File: src/rtl/paillier_pkg.sv
// Shared definitions for the Paillier operand path: default FIFO word width
// and the packer's two-state encoding.
package paillier_pkg;

  localparam int unsigned DEFAULT_WORD_WIDTH = 16;

  typedef enum logic {
    ST_COLLECT = 1'b0,
    ST_HOLD    = 1'b1
  } state_t;

endpackage

File: src/rtl/fifo_word_packer.sv
// Pops NUM_WORDS words from a FWFT FIFO and presents them as one wide operand
// over valid/ready. Define PACKER_MSW_FIRST_EN for big-endian slot order.
module fifo_word_packer
  import paillier_pkg::*;
#(
  parameter int unsigned WORD_WIDTH    = DEFAULT_WORD_WIDTH,
  parameter int unsigned NUM_WORDS     = 8,
  parameter int unsigned OPERAND_WIDTH = WORD_WIDTH * NUM_WORDS,
  parameter int unsigned CNT_WIDTH     = $clog2(NUM_WORDS)
) (
  input  logic                     clk,
  input  logic                     rst,
  input  logic                     fifo_nempty,
  input  logic [WORD_WIDTH-1:0]    fifo_rd_data,
  output logic                     fifo_rd_en,
  output logic                     out_valid,
  input  logic                     out_ready,
  output logic [OPERAND_WIDTH-1:0] out_data,
  output logic                     busy
);

  localparam logic [CNT_WIDTH-1:0] LAST_SLOT = CNT_WIDTH'(NUM_WORDS - 1);

  state_t                   state_q, state_d;
  logic [CNT_WIDTH-1:0]     cnt_q;
  logic [CNT_WIDTH-1:0]     slot_idx;
  logic [OPERAND_WIDTH-1:0] data_q;

  always_ff @(posedge clk) begin
    if (rst) state_q <= ST_COLLECT;
    else     state_q <= state_d;
  end

  always_comb begin
    state_d = state_q;
    case (state_q)
      ST_COLLECT: if (fifo_rd_en && (cnt_q == LAST_SLOT)) state_d = ST_HOLD;
      ST_HOLD:    if (out_ready) state_d = ST_COLLECT;
      default:    state_d = ST_COLLECT;
    endcase
  end

  always_comb begin
    fifo_rd_en = ~rst & (state_q == ST_COLLECT) & fifo_nempty;
    out_valid  = (state_q == ST_HOLD);
    busy       = (cnt_q != '0) | (state_q == ST_HOLD);
  end

`ifdef PACKER_MSW_FIRST_EN
  always_comb slot_idx = LAST_SLOT - cnt_q;
`else
  always_comb slot_idx = cnt_q;
`endif

  // Slots not yet rewritten keep the previous operand; only out_valid qualifies them.
  always_ff @(posedge clk) begin
    if (rst) begin
      cnt_q  <= '0;
      data_q <= '0;
    end else if (fifo_rd_en) begin
      data_q[slot_idx*WORD_WIDTH +: WORD_WIDTH] <= fifo_rd_data;
      cnt_q <= (cnt_q == LAST_SLOT) ? '0 : cnt_q + CNT_WIDTH'(1);
    end
  end

  assign out_data = data_q;

endmodule

File: config.mk
export PLATFORM = sky130hd
export DESIGN_NAME = fifo_word_packer
export DESIGN_NICKNAME = d
export VERILOG_FILES = /design/src/rtl/paillier_pkg.sv /design/src/rtl/fifo_word_packer.sv
export SDC_FILE = /design/constraint.sdc
export NUM_CORES = 1
export LEC_CHECK = 0
export CELL_PAD_IN_SITES_DETAIL_PLACEMENT = 1
export CELL_PAD_IN_SITES_GLOBAL_PLACEMENT = 2
export CORE_ASPECT_RATIO = 1.75
export CORE_UTILIZATION = 27
export CTS_BUF_LIST = sky130_fd_sc_hd__clkbuf_16
export CTS_CLUSTER_SIZE = 10
export DETAILED_ROUTE_END_ITERATION = 12
export PLACE_DENSITY_LB_ADDON = 0.1
export SKIP_CTS_REPAIR_TIMING = 1
export SYNTH_ARGS = -nofsm -noshare
export SYNTH_HDL_FRONTEND = slang
export SYNTH_SLANG_ARGS = --single-unit
File: constraint.sdc
create_clock -name clk -period 2.4 [get_ports clk]
set_input_delay 0.48 -clock clk [delete_from_list [all_inputs] [get_ports clk]]
set_output_delay 0.48 -clock clk [all_outputs]
set_load 0.02 [all_outputs]
==> impl_metrics.prom <==
# TYPE chip_impl_metric gauge
chip_impl_metric{name="grt_antenna_before_repair",unit=""} 0
chip_impl_info{name="holdCritPathClass",value="reg -> reg"} 1
chip_impl_metric{name="synth-warning-count",unit=""} 0
chip_impl_metric{name="die_area",unit="um2"} 21130
chip_impl_metric{name="synth-seq-area-share",unit=""} 0.4767
chip_impl_metric{name="dr_total_vias",unit=""} 4624
chip_impl_metric{name="timing_worst_slew_pin_value",unit="ns"} 0.6399
chip_impl_metric{name="swShare",unit=""} 0.2539
chip_impl_metric{name="finalNetCount",unit=""} 709
chip_impl_metric{name="r2r_setup_slack",unit="ns"} 0.27
chip_impl_metric{name="ys_ff_latch",unit=""} 132
chip_impl_info{name="holdPathEnd",value="out_data[96]"} 1
chip_impl_metric{name="numPortBuffers",unit=""} 150
chip_impl_metric{name="critical-path-max-stage-delay",unit="ns"} 0.47
chip_impl_metric{name="groute.usage.overall",unit=""} 0.1853
chip_impl_metric{name="hold_viol_final",unit=""} 0
chip_impl_info{name="layout.cells.most_common_list",value="sky130_fd_sc_hd__clkdlybuf4s50_1 (147), sky130_fd_sc_hd__dfxtp_1 (131), sky130_fd_sc_hd__mux2i_1 (83)"} 1
chip_impl_metric{name="worst_setup_hold_path_clk_slew",unit="ns"} 0.06
chip_impl_metric{name="grt_pass1_vias",unit=""} 4842
chip_impl_metric{name="numClockSinks",unit=""} 132
chip_impl_info{name="clock_tree_from_tritoncts",value="built"} 1
chip_impl_metric{name="grt_first_pass_wirelength",unit="um"} 28370
chip_impl_info{name="worstSetupPathType",value="in -> out"} 1
chip_impl_metric{name="floorplan.die.height",unit="um"} 191.5
chip_impl_metric{name="power_frac_seq",unit=""} 0.398
chip_impl_metric{name="wire_per_inst",unit="um"} 19.96
chip_impl_metric{name="area.growth.synth_to_final",unit="%"} 44.15
chip_impl_metric{name="drt-vias-per-instance",unit=""} 4.903
chip_impl_info{name="cts_root_buf",value="sky130_fd_sc_hd__clkbuf_16"} 1
chip_impl_info{name="hold_path.startpoint",value="out_data[96]"} 1
chip_impl_metric{name="routed_wirelength",unit="um"} 18830
chip_impl_metric{name="fin_hold_ws",unit="ns"} 0.4705
chip_impl_metric{name="period_minus_slack",unit="ns"} 2.184
chip_impl_metric{name="dp_hpwl",unit="um"} 13030
chip_impl_metric{name="htree_num_levels",unit=""} 4
chip_impl_metric{name="antennaDiodeCount",unit=""} 0
chip_impl_metric{name="place_congestion",unit=""} 0.7564
chip_impl_metric{name="detail_route.iter0.violations",unit=""} 147
chip_impl_info{name="crit_path_end_kind",value="output port"} 1
chip_impl_metric{name="cts_max_path_buffers",unit=""} 2
chip_impl_metric{name="antenna_left",unit=""} 0
chip_impl_metric{name="power.total",unit="mW"} 5.563
chip_impl_metric{name="core.rowCount",unit=""} 69
chip_impl_info{name="regToRegStartpoint",value="cnt_q[0]"} 1
chip_impl_info{name="result_of_the_run",value="finished, final reports clean"} 1
chip_impl_metric{name="synthDistinctLibCells",unit=""} 38
chip_impl_info{name="critical_path.top_delay_family",value="buffers and inverters"} 1
chip_impl_metric{name="part_of_the_total_power_dissipated_in_the_clock_network",unit=""} 0.511
chip_impl_metric{name="cap_viol_max_count",unit=""} 0
chip_impl_metric{name="critical_path_required",unit="ns"} 1.92
chip_impl_info{name="cp_cell_sequence",value="clkdlybuf4s50_1 > or3b_1 > clkinv_4 > dlymetal6s2s_1"} 1
chip_impl_metric{name="stdcell_count",unit=""} 943
chip_impl_metric{name="tns",unit="ns"} 0
chip_impl_metric{name="floorplan.initialDensity",unit=""} 0.2744
chip_impl_metric{name="post_syn_area_per_cell",unit="um2"} 10.40
chip_impl_metric{name="drt_pre_antenna_iters",unit=""} 4
chip_impl_metric{name="p_int",unit="mW"} 4.150
chip_impl_metric{name="core_area",unit="um2"} 20200
chip_impl_metric{name="r2r.worst_path.cells",unit=""} 7
chip_impl_metric{name="grt_max_degree",unit=""} 63
chip_impl_metric{name="fin_skew",unit="ns"} 0.008629
chip_impl_metric{name="timing.final.crit_share",unit=""} 0.9099
chip_impl_metric{name="p_comb_frac",unit=""} 0.091
chip_impl_info{name="final_common_cell",value="sky130_fd_sc_hd__clkdlybuf4s50_1"} 1
chip_impl_metric{name="p_leak",unit="nW"} 2.905
chip_impl_info{name="regToRegEndpoint",value="out_data[6]"} 1
chip_impl_metric{name="die-width",unit="um"} 110.3
chip_impl_metric{name="synthesis.instances",unit=""} 533
chip_impl_metric{name="clk-insertion-delay-late",unit="ns"} 0.42
chip_impl_metric{name="cp_num_buf_inv",unit=""} 3
chip_impl_metric{name="globalRoute.totalOverflow",unit=""} 0
chip_impl_metric{name="synth.net_count",unit=""} 560
chip_impl_metric{name="drc",unit=""} 0
chip_impl_metric{name="finalMaxSlewViolations",unit=""} 0
chip_impl_metric{name="power.net_switching",unit="mW"} 1.413
chip_impl_info{name="timing.critical_path.slowest_stage_cell",value="sky130_fd_sc_hd__clkdlybuf4s50_1"} 1
chip_impl_metric{name="crit_fanout",unit=""} 2
chip_impl_metric{name="hold_path_depth",unit=""} 1
chip_impl_metric{name="vdd_ir_drop_max",unit="V"} 0.0003223
chip_impl_metric{name="instance_count_after_placement_with_tap_cells_included",unit=""} 911
chip_impl_metric{name="power.density_cell_area",unit="nW/um2"} 696.3
chip_impl_metric{name="final_core_util",unit=""} 0.3955
chip_impl_metric{name="setup-violations-final",unit=""} 0
chip_impl_info{name="start_kind",value="primary input"} 1
chip_impl_metric{name="cts-buffers-inserted",unit=""} 17
chip_impl_metric{name="max_freq",unit="GHz"} 0.4579
chip_impl_metric{name="crit_arrival",unit="ns"} 1.70
chip_impl_info{name="grt_setup_unrepaired",value="false"} 1
chip_impl_metric{name="io_pins",unit=""} 151
chip_impl_metric{name="final_layout_size_suffix_gt1_frac",unit=""} 0.1022
chip_impl_metric{name="relSlewSlack",unit=""} 0.5734
chip_impl_metric{name="mappedNetlistArea",unit="um2"} 5543
synthesized netlist by cell type, drive strengths merged:
cell type	instances	share of area
a21oi	17	0.015
a22o	16	0.025
a2bb2o	1	0.0018
a31oi	1	0.0023
and3b	1	0.0016
and4	2	0.0032
and4b	1	0.0018
buf	15	0.026
clkbuf	32	0.022
clkinv	1	0.0016
dfxtp	132	0.48
ha	7	0.016
inv	4	0.0027
mux2	1	0.0020
mux2i	83	0.15
nand2	34	0.023
nand2b	81	0.091
nand3	18	0.017
nand4	16	0.018
nand4b	16	0.025
nor2	8	0.0054
nor2b	4	0.0045
nor3b	3	0.0059
nor4b	2	0.0070
nor4bb	1	0.0018
o2bb2ai	15	0.024
o31a	1	0.0016
o31ai	16	0.022
or2	1	0.0011
or3	1	0.0011
or3b	1	0.0016
or4b	1	0.0018
cell type report:
cell class	instances	area (um2)
clock buffers	17	425.4
clock inverters	15	215.2
fillers	2274	12210
inverters	5	23.77
multi-input cells	349	2618
flip-flops and latches	132	2644
well taps	248	310.3
repair buffers	177	1754
per-stage QoR:
stage	setup WS [ns]	area, um2
floorplan	0.02249	5543
global placement	-0.1894	7343
detailed placement	-0.1876	7343
CTS	-0.1876	7984
global route	0.1512	7990
finish	0.2161	7990
worst max path at each step:
stage / slack (ns) / from / end / cells past startpoint
2_1_floorplan: 0.02 / cnt_q[0] / out_data[6] / 9
3_3_place_gp: -0.19 / fifo_nempty / fifo_rd_en / 4
3_5_place_dp: -0.19 / fifo_nempty / fifo_rd_en / 4
4_1_cts: -0.19 / fifo_nempty / fifo_rd_en / 4
5_1_grt: 0.15 / cnt_q[0] / out_data[0] / 7
6_report: 0.22 / fifo_nempty / fifo_rd_en / 4
routing by layer:
layer | vias up | global-route usage | share of wire
met3 | 20 | 0.03137 | 0.035
met1 | 2305 | 0.2202 | 0.42
met5 | - | 0 | 0
li1 | 2186 | - | -
met4 | 0 | 0.06933 | 0.019
met2 | 113 | 0.3256 | 0.52
cell families after synthesis:
kind of cell,after synthesis,synth area share
AND/OR/NAND/NOR,191,0.2117
buffers and inverters,52,0.05214
flip-flops,132,0.4767
adder cells (fa/ha/maj),7,0.01580
multiplexers,84,0.1519
AO/OA/AOI/OAI,67,0.09165
state kept, by name (all words and copies together), names as in the netlist:
signal / count
out_valid: 1
out_data: 128
cnt_q: 3
worst register-to-register path: cells and delay by family, from the launching register on:
kind / cells / cell delay [ns]
simple gates: 1 / 0.49
fa+ha+maj: 2 / 0.57
flops: 1 / 0.34
compound gates: 2 / 0.33
buf+inv: 2 / 0.28
power groups by stage:
stage | clock (mW) | combinational (mW) | sequential, mW
after floorplan | 0 | 0.274 | 2.28
after global placement | 0 | 0.501 | 2.26
after detailed placement | 0 | 0.512 | 2.26
after CTS | 2.93 | 0.514 | 2.21
after global routing | 3.00 | 0.544 | 2.21
final | 2.85 | 0.505 | 2.21
(Power assumes the default switching activity.)
